[config.mk]
export PLATFORM = sky130hd
export DESIGN_NAME = sd_spi_responder
export DESIGN_NICKNAME = d
export VERILOG_FILES = /design/src/rtl/sd_spi_responder.sv
export SDC_FILE = /design/constraint.sdc
export NUM_CORES = 1
export LEC_CHECK = 0
export ABC_AREA = 1
export BUFFER_PORTS_ARGS = -buffer_cell sky130_fd_sc_hd__buf_2
export CORE_MARGIN = 3
export CORE_UTILIZATION = 58
export CTS_CLUSTER_SIZE = 20
export DETAILED_ROUTE_END_ITERATION = 12
export PLACE_DENSITY_LB_ADDON = 0.3
export SETUP_SLACK_MARGIN = 0.2
export SYNTH_ARGS = -nofsm -noshare
export SYNTH_HDL_FRONTEND = slang
export SYNTH_SLANG_ARGS = --single-unit
[constraint.sdc]
create_clock -name clk -period 4.9 [get_ports clk]
set_clock_uncertainty 0.15 [all_clocks]
set_input_delay 0.735 -clock clk [delete_from_list [all_inputs] [get_ports clk]]
set_output_delay 0.735 -clock clk [all_outputs]
set_load 0.01 [all_outputs]
[src/rtl/sd_spi_responder.sv]
// SD SPI-mode card-side command responder (SPI mode 0 slave).
// Receives 6-byte command frames on mosi, decodes them and answers with
// NCR_BYTES idle bytes followed by an R1 status byte on miso.
// Optional CRC7 checking of the command frame is enabled by defining the
// macro SD_RESP_CRC_CHECK_EN; without it the CRC field is ignored.
module sd_spi_responder #(
    parameter int NCR_BYTES   = 1,
    parameter int SYNC_STAGES = 2
) (
    input  logic        clk,
    input  logic        rst_n,
    input  logic        sclk,
    input  logic        cs_n,
    input  logic        mosi,
    output logic        miso,
    output logic        cmd_valid,
    output logic [5:0]  cmd_index,
    output logic [31:0] cmd_arg,
    output logic        busy,
    output logic        in_idle
);

    typedef enum logic [1:0] {ST_HUNT, ST_CMD, ST_NCR, ST_RESP} state_t;

    localparam logic [2:0] LP_LAST_BYTE = 3'(NCR_BYTES - 1);

    logic [SYNC_STAGES-1:0] r_sclk_sync, r_cs_sync, r_mosi_sync;
    logic        r_sclk_d;
    logic        w_sclk, w_cs_n, w_mosi, w_rise, w_fall;
    state_t      r_state, w_state_nxt;
    logic [46:0] r_frame;
    logic [47:0] w_frame_nxt;
    logic [5:0]  r_cnt;
    logic [2:0]  r_bit, r_byte;
    logic        r_ncr_done;
    logic [7:0]  r_r1, r_r1_sh;
    logic        r_miso, r_cmd_valid, r_in_idle;
    logic [5:0]  r_cmd_index;
    logic [31:0] r_cmd_arg;
    logic        w_eval, w_supported, w_illegal, w_crc_err, w_accept, w_idle_new;
    logic [7:0]  w_r1;

    // Synchronise the asynchronous SPI pins into the clk domain
    always_ff @(posedge clk or negedge rst_n) begin
        if (!rst_n) begin
            r_sclk_sync <= '0;
            r_cs_sync   <= '1;
            r_mosi_sync <= '1;
        end else begin
            r_sclk_sync <= {r_sclk_sync[SYNC_STAGES-2:0], sclk};
            r_cs_sync   <= {r_cs_sync[SYNC_STAGES-2:0], cs_n};
            r_mosi_sync <= {r_mosi_sync[SYNC_STAGES-2:0], mosi};
        end
    end

    assign w_sclk = r_sclk_sync[SYNC_STAGES-1];
    assign w_cs_n = r_cs_sync[SYNC_STAGES-1];
    assign w_mosi = r_mosi_sync[SYNC_STAGES-1];

    // Delayed synced sclk for rise/fall detection
    always_ff @(posedge clk or negedge rst_n) begin
        if (!rst_n) r_sclk_d <= 1'b0;
        else        r_sclk_d <= w_sclk;
    end

    assign w_rise      = w_sclk & ~r_sclk_d;
    assign w_fall      = ~w_sclk & r_sclk_d;
    assign w_frame_nxt = {r_frame, w_mosi};

`ifdef SD_RESP_CRC_CHECK_EN
    // CRC7, polynomial x^7 + x^3 + 1, zero initial value, MSB first
    function automatic logic [6:0] crc7(input logic [39:0] msg);
        logic [6:0] c;
        logic       fb;
        c = 7'd0;
        for (int i = 39; i >= 0; i--) begin
            fb = c[6] ^ msg[i];
            c  = {c[5:0], 1'b0} ^ (fb ? 7'h09 : 7'h00);
        end
        return c;
    endfunction

    assign w_crc_err = (crc7(w_frame_nxt[47:8]) != w_frame_nxt[7:1]);
`else
    logic w_unused_crc;
    assign w_crc_err    = 1'b0;
    assign w_unused_crc = ^{w_frame_nxt[47], w_frame_nxt[7:1]};
`endif

    // Decode the frame as it completes (the 48th bit is the live mosi sample)
    always_comb begin
        w_supported = 1'b0;
        case (w_frame_nxt[45:40])
            6'd0, 6'd1, 6'd16, 6'd17, 6'd24: w_supported = 1'b1;
            default:                         w_supported = 1'b0;
        endcase
        w_illegal  = ~w_frame_nxt[46] | ~w_frame_nxt[0] | ~w_supported;
        w_accept   = ~w_illegal & ~w_crc_err;
        w_idle_new = r_in_idle;
        if (w_accept && w_frame_nxt[45:40] == 6'd0) w_idle_new = 1'b1;
        if (w_accept && w_frame_nxt[45:40] == 6'd1) w_idle_new = 1'b0;
        w_r1 = {4'b0000, w_crc_err, w_illegal, 1'b0, w_idle_new};
    end

    // State register
    always_ff @(posedge clk or negedge rst_n) begin
        if (!rst_n) r_state <= ST_HUNT;
        else        r_state <= w_state_nxt;
    end

    // Next-state logic; cs_n high overrides everything and returns to HUNT
    always_comb begin
        w_state_nxt = r_state;
        w_eval      = 1'b0;
        if (w_cs_n) begin
            w_state_nxt = ST_HUNT;
        end else begin
            case (r_state)
                ST_HUNT: if (w_rise && !w_mosi) w_state_nxt = ST_CMD;
                ST_CMD: if (w_rise && r_cnt == 6'd47) begin
                    w_eval      = 1'b1;
                    w_state_nxt = ST_NCR;
                end
                ST_NCR:  if (w_fall && r_ncr_done) w_state_nxt = ST_RESP;
                ST_RESP: if (w_rise && r_bit == 3'd7) w_state_nxt = ST_HUNT;
                default: w_state_nxt = ST_HUNT;
            endcase
        end
    end

    // Frame shifter and response byte datapath (no reset needed)
    always_ff @(posedge clk) begin
        if (w_rise && (r_state == ST_HUNT || r_state == ST_CMD))
            r_frame <= w_frame_nxt[46:0];
        if (w_eval)
            r_r1 <= w_r1;
        if (r_state == ST_NCR && w_fall && r_ncr_done)
            r_r1_sh <= {r_r1[6:0], 1'b0};
        else if (r_state == ST_RESP && w_fall)
            r_r1_sh <= {r_r1_sh[6:0], 1'b0};
    end

    // Counters, miso driver and decoded command outputs
    always_ff @(posedge clk or negedge rst_n) begin
        if (!rst_n) begin
            r_cnt       <= '0;
            r_bit       <= '0;
            r_byte      <= '0;
            r_ncr_done  <= 1'b0;
            r_miso      <= 1'b1;
            r_cmd_valid <= 1'b0;
            r_cmd_index <= '0;
            r_cmd_arg   <= '0;
            r_in_idle   <= 1'b1;
        end else begin
            r_cmd_valid <= 1'b0;
            if (w_cs_n) begin
                r_miso     <= 1'b1;
                r_cnt      <= '0;
                r_bit      <= '0;
                r_byte     <= '0;
                r_ncr_done <= 1'b0;
            end else begin
                case (r_state)
                    ST_HUNT: begin
                        if (w_fall) r_miso <= 1'b1;
                        if (w_rise && !w_mosi) r_cnt <= 6'd1;
                    end
                    ST_CMD: if (w_rise) begin
                        r_cnt <= r_cnt + 6'd1;
                        if (w_eval) begin
                            r_bit       <= '0;
                            r_byte      <= '0;
                            r_ncr_done  <= 1'b0;
                            r_cmd_valid <= w_accept;
                            r_in_idle   <= w_idle_new;
                            if (w_accept) begin
                                r_cmd_index <= w_frame_nxt[45:40];
                                r_cmd_arg   <= w_frame_nxt[39:8];
                            end
                        end
                    end
                    ST_NCR: begin
                        if (w_rise && !r_ncr_done) begin
                            if (r_bit == 3'd7) begin
                                r_bit <= '0;
                                if (r_byte == LP_LAST_BYTE) r_ncr_done <= 1'b1;
                                else                        r_byte <= r_byte + 3'd1;
                            end else begin
                                r_bit <= r_bit + 3'd1;
                            end
                        end
                        if (w_fall && r_ncr_done) begin
                            r_miso <= r_r1[7];
                            r_bit  <= '0;
                        end
                    end
                    ST_RESP: begin
                        if (w_rise) r_bit  <= r_bit + 3'd1;
                        if (w_fall) r_miso <= r_r1_sh[7];
                    end
                    default: r_miso <= 1'b1;
                endcase
            end
        end
    end

    assign miso      = r_miso;
    assign cmd_valid = r_cmd_valid;
    assign cmd_index = r_cmd_index;
    assign cmd_arg   = r_cmd_arg;
    assign busy      = (r_state != ST_HUNT);
    assign in_idle   = r_in_idle;

endmodule

## After elaboration in Yosys (flattened, before gate mapping)

Cells that the tools add are included.

| cells by class | value |
|---|---|
| add/subtract/negate cells | 3 |
| multipliers | 0 |
| divide/modulo/power cells | 0 |
| order comparisons | 0 |
| eq/ne operators | 23 |
| shift-type cells | 0 |
| muxes and demuxes | 47 |
| bitwise gates (word level) | 11 |
| reductions and logical operators | 32 |

Operator list:

| operator | number |
|---|---|
| $mux 3 | 11 |
| $ne 3x3->1 const B | 10 |
| $mux 1 | 20 |
| $eq 6x5->1 const B | 3 |
| $mux 6 | 3 |
| $pmux 6 s2 | 1 |
| $reduce_and 4->1 | 3 |
| $reduce_and 6->1 | 2 |
| $logic_and 1x1->1 | 11 |
| $mux 2 | 5 |
| $reduce_and 5->1 | 2 |
| $ne 3x2->1 const B | 3 |
| $pmux 3 s3 | 1 |
| $mux 8 | 1 |
| $pmux 2 s4 | 1 |
| $reduce_bool 4->1 | 2 |
| $not 1->1 | 7 |
| $add 3x1->3 const B | 2 |
| $add 6x1->6 const B | 1 |
| $eq 6x1->1 const B | 1 |
| $eq 6x6->1 const B | 1 |
| $logic_not 6->1 | 1 |
| $pmux 3 s2 | 1 |
| $reduce_bool 3->1 | 2 |
| other kinds (16) | 21 |

| storage, ports and cells | value |
|---|---|
| register bits after elaboration | 118 |
| latch bits | 0 |
| memory bits (writable) | 0 |
| bits in read-only memories | 0 |
| bits of input ports | 5 |
| word-level logic and storage cells | 134 |
| memories kept | 0 |

## Depth between registers and ports, before layout

| logic depth | value |
|---|---|
| depth in word-level cells | 10 |
| depth in mapped cells | 10 |
| mapped depth without buffers | 10 |

## Least setup slack after synthesis

Ideal clock, no wire load.

| path | value |
|---|---|
| path type | register to register |
| from | register r_state[1] |
| to | register r_frame[0] (enable) |
| setup time | 0.465 ns |
| arrival time | 3.073 ns |
| data required time | 4.285 ns |
| setup slack | 1.212 ns |
| stages on the path, launching flop included | 5 |
| period minus slack after synthesis | 3.688 ns |
| path through | dfrtp_1 inv_1 ha_1 inv_1 a21oi_1 |

| on the way | value |
|---|---|
| word-level cells in the longest chain between the ends | 3 |
| elaborated cells between the ends (all ways) | 4 |

Ends and longest elaborated chain:

| what | RTL line | source |
|---|---|---|
| start: declaration | 30 | `state_t r_state, w_state_nxt;` |
| start signal: assignment | 108 | `else r_state <= w_state_nxt;` |
| $eq 2x1->1 / $logic_not 2->1 (equally long branches) | 133 | `if (w_rise && (r_state == ST_HUNT \|\| r_state == ST_CMD))` |
| $logic_or 1x1->1 * | 133 |  |
| $logic_and 1x1->1 * | 133 |  |
| end signal: assignment | 134 | `r_frame <= w_frame_nxt[46:0];` |
| end: declaration | 31 | `logic [46:0] r_frame;` |

Every way passes the cells marked *; elsewhere a longest branch is shown, timed or not.
A chain may end at the register's enable or synchronous reset.

## Worst setup path after layout

| path | value |
|---|---|
| from | register r_state[1] |
| to | register r_cmd_index[4] (netlist: cmd_index[4]) |

| on the way | value |
|---|---|
| word-level cells in the longest chain between the ends | 4 |

Ends and longest elaborated chain:

| what | RTL line | source |
|---|---|---|
| $eq 2x1->1 * | 118, 164 |  |
| $mux 1 | 118 | `case (r_state)` |
| $mux 1 | 115 | `if (w_cs_n) begin` |
| $reduce_and 5->1 (no source line) * | - |  |
| end signal: assignment | 178 | `r_cmd_index <= w_frame_nxt[45:40];` |
| end: declaration | 38 | `logic [5:0] r_cmd_index;` |

Marked as above.

==> metrics.log <==
INFO  metric die_span_in_x = 95.8 um
INFO  metric final_antenna_net_count = 0
INFO  metric fin_util = 72.0%
INFO  metric cp-end-kind = register
INFO  metric seq_area = 3240 um2
INFO  metric hpwlAfterDp = 5400 um
INFO  metric numPortBuffers = 46
INFO  metric finalSetupViolCount = 0
INFO  metric fillerInstances = 547
INFO  metric multi_input_area = 1240 um2
INFO  metric wl_met1 = 4080 um
INFO  metric avgSynthCellArea = 10.8 um2
INFO  metric grt_setup_unrepaired = no
INFO  metric clk_pin_slew = 0.06 ns
INFO  metric avgViaCountPerCell = 5.26
INFO  metric totalNegativeSetupSlack = 0 ns
INFO  metric globalRouteOverflowTotal = 0
INFO  metric synth_fp_nets = 450
INFO  metric cts_made_buffers = 17
INFO  metric wirelength = 9510 um
INFO  metric hold_viol = 0
INFO  metric synth_largest_type_area_fraction = 35.3%
INFO  metric detailroute.wirelength.met3 = 504 um
INFO  metric drt_pass_1_iters = 5
INFO  metric core_rows = 32
INFO  metric max-vdd-ir-drop = 0.317 mV
INFO  metric grt_usage = 23.3%
INFO  metric cts.repair.resized = 0
INFO  metric worstPathMaxFanout = 38
INFO  metric switching_share = 27.9%
INFO  metric fin_crit = 2.89 ns
INFO  metric yosys_warnings = 0
INFO  metric boundaryPins = 47
INFO  metric max-cap-violations = 0
INFO  metric antenna_fix_cells = 0
INFO  metric worst_slew_pin_slew = 1.02 ns
INFO  metric worst_slew_margin_rel = 31.3%
INFO  metric cts_buffer_depth = 2
INFO  metric die_area = 9180 um2
INFO  metric wl_met2 = 4740 um
INFO  metric design.core.area = 7770 um2
INFO  metric clock_power_share = 45.2%
INFO  metric timing.hold.worst.class = in -> reg
INFO  metric internal_power = 0.00203 W
INFO  metric drt_iter0_drc = 201
INFO  metric net-switching-power = 0.000786 W
INFO  metric leakagePower = 2.72 nW
INFO  metric chipHeight = 95.8 um
INFO  metric root_buffer = sky130_fd_sc_hd__clkbuf_8
INFO  metric place.gp.congestion = 0.964
INFO  metric area_delta_synth_final = 19.5%
INFO  metric post_synth_main_area_contributors = sky130_fd_sc_hd__edfxtp_1 (35%), sky130_fd_sc_hd__dfrtp_1 (30%), sky130_fd_sc_hd__nand2_1 (14%), sky130_fd_sc_hd__dfstp_2 (3.4%), sky130_fd_sc_hd__inv_1 (2.7%)
INFO  metric vias = 3200
INFO  metric cts.sink_count = 118
INFO  metric netlist_instances = 435
INFO  metric critPathRequiredTime = 5.15 ns
INFO  metric synth-seq-area-share = 69.1%
INFO  metric maxClockFrequency = 346 MHz
INFO  metric top_metal_layer_carrying_routed_signals = met4
INFO  metric clkLatencyLatePin = 0.52 ns
INFO  metric post_route_cells_drive_above_1_share = 19.0%
INFO  metric synth-seq-cells = 118
INFO  metric htreeDepth = 4
INFO  metric tritoncts_clock_tree = done
INFO  metric hold_buf_count_cts = 0
INFO  metric netlist_area = 4680 um2
INFO  metric pin_count_of_the_biggest_net_entering_global_routing = 64
INFO  metric route.detailed.wl_per_inst = 15.6 um
INFO  metric power.share.combinational = 12.2%
INFO  metric finalNetCount = 508
INFO  metric status = finished clean
INFO  metric pwr_density_cell = 504 nW/um2
INFO  metric netlist.top_cell.by_area = sky130_fd_sc_hd__edfxtp_1
INFO  metric cp_data_arrival_time = 3.14 ns
INFO  metric antenna_violations_before_repair = 0
INFO  metric worst_setup_path_start_kind = register
INFO  metric pwr-share-seq = 42.6%
INFO  metric drc = 0
INFO  metric grt_pass1_vias = 3155
INFO  metric floorplan.initialDensity = 60.3%
INFO  metric final_min_period_over_clock_period = 59.1%
INFO  metric grt_first_pass_wirelength = 15600 um
INFO  metric timing.setup.critical_path_class = reg -> reg
INFO  metric post_cts_buffers = 0
INFO  metric count_of_final_max_slew_check_failures = 0
INFO  metric distinct_cell_type_count_of_the_synthesized_netlist = 27
[layout make-up]
cell class	count	share of cell area, %
sequential	118	57.9
multi-input combinational	271	22.1
clock buffer	17	7.40
timing repair buffer	48	4.38
clock inverter	15	3.42
inverter	37	2.51
tap	102	2.28
[routing by layer]
metal	vias to the layer above	track usage [%]
met5	-	0
met4	0	10.2
met3	21	7.82
met2	107	35.7
met1	1552	30.3
li1	1520	-
[power by group through the flow]
stage / Sequential (W) / Clock, W / Combinational (W)
finish: 0.00120 / 0.00127 / 0.000344
global route: 0.00121 / 0.00133 / 0.000397
CTS: 0.00120 / 0.00129 / 0.000341
detailed placement: 0.00121 / 0 / 0.000337
global placement: 0.00121 / 0 / 0.000329
floorplan: 0.00121 / 0 / 0.000247
[cell usage in the layout, fill, tap and decap left out, types with 2 or more instances in the layout]
master	instances
sky130_fd_sc_hd__nand2_1	173
sky130_fd_sc_hd__dfrtp_1	57
sky130_fd_sc_hd__edfxtp_1	55
sky130_fd_sc_hd__buf_2	46
sky130_fd_sc_hd__inv_1	34
sky130_fd_sc_hd__nor2_1	28
sky130_fd_sc_hd__nand3_1	19
sky130_fd_sc_hd__clkbuf_16	16
sky130_fd_sc_hd__o21ai_0	13
sky130_fd_sc_hd__ha_1	10
sky130_fd_sc_hd__inv_6	6
sky130_fd_sc_hd__dfstp_2	6
sky130_fd_sc_hd__nand4_1	5
sky130_fd_sc_hd__a21oi_1	3
sky130_fd_sc_hd__nand3b_1	3
sky130_fd_sc_hd__nor3_1	3
sky130_fd_sc_hd__o21ai_1	3
sky130_fd_sc_hd__bufinv_16	3
sky130_fd_sc_hd__inv_2	2
sky130_fd_sc_hd__nor2_2	2
sky130_fd_sc_hd__clkinv_2	2
sky130_fd_sc_hd__a21boi_0	2
sky130_fd_sc_hd__clkinvlp_4	2
sky130_fd_sc_hd__clkinv_4	2
sky130_fd_sc_hd__buf_4	2
[cells by family after synthesis]
family	synth area share, %
AND/OR/NAND/NOR	20.5
flip-flops	69.1
buffers and inverters	4.65
AO/OA/AOI/OAI	2.46
adder cells (fa/ha/maj)	2.67
XOR/XNOR	0.374
multiplexers	0.241
[cell usage after synthesis, drive strengths merged]
library cell	count
a21boi	2
a21oi	4
buf	9
clkinv	1
dfrtp	57
dfstp	6
edfxtp	55
ha	10
inv	36
mux2	1
nand2	174
nand3	20
nand3b	3
nand4	5
nor2	31
nor3	3
o21ai	16
xnor2	1
xor2	1
[through the flow]
step / instances / hold slack, ns / cell area (um2) / total power (W) / setup WS (ns)
floorplan: 435 / 0.181 / 4680 / 0.00145 / 1.21
global placement: 576 / 0.189 / 4990 / 0.00154 / 2.22
detailed placement: 576 / 0.190 / 4990 / 0.00155 / 2.09
CTS: 608 / 0.146 / 5590 / 0.00283 / 1.96
global route: 608 / 0.144 / 5590 / 0.00294 / 1.78
finish: 608 / 0.167 / 5590 / 0.00282 / 2.01
[registers in the layout, summed over array words and instances, names as in the netlist, 3 cells and up]
name       cells
r_frame       46
r_cnt          6
cmd_index      6
cmd_arg       32
r_byte         3
r_bit          3
r_r1_sh        7
[worst paths after layout]
| kind | slack, ns | depth (start not counted) | end | startpoint |
|---|---|---|---|---|
| worst min register to register | 0.20 | 0 | r_sclk_sync[1] | r_sclk_sync[0] |
| min in group asynchronous | 0.22 | 2 | r_cnt[2] | rst_n |
| max in group asynchronous | 3.83 | 2 | cmd_arg[1] | rst_n |
| worst max register to register | 2.01 | 8 | cmd_index[4] | r_state[1] |
| worst min-delay path | 0.17 | 1 | r_cs_sync[0] | cs_n |
| worst max-delay path | 2.01 | 8 | cmd_index[4] | r_state[1] |
[critical path, stage by stage, from the launching register on]
cell and delay (ns):
sky130_fd_sc_hd__dfrtp_1 0.39, sky130_fd_sc_hd__inv_1 0.09, sky130_fd_sc_hd__ha_1 0.26, sky130_fd_sc_hd__nand2_1 0.22, sky130_fd_sc_hd__nor2_4 0.09, sky130_fd_sc_hd__nand2_2 0.55, sky130_fd_sc_hd__clkinv_2 0.64, sky130_fd_sc_hd__nand2_1 0.27
sky130_fd_sc_hd__nand2_1 0.08
No activity file was read; power rests on OpenSTA's default activity.
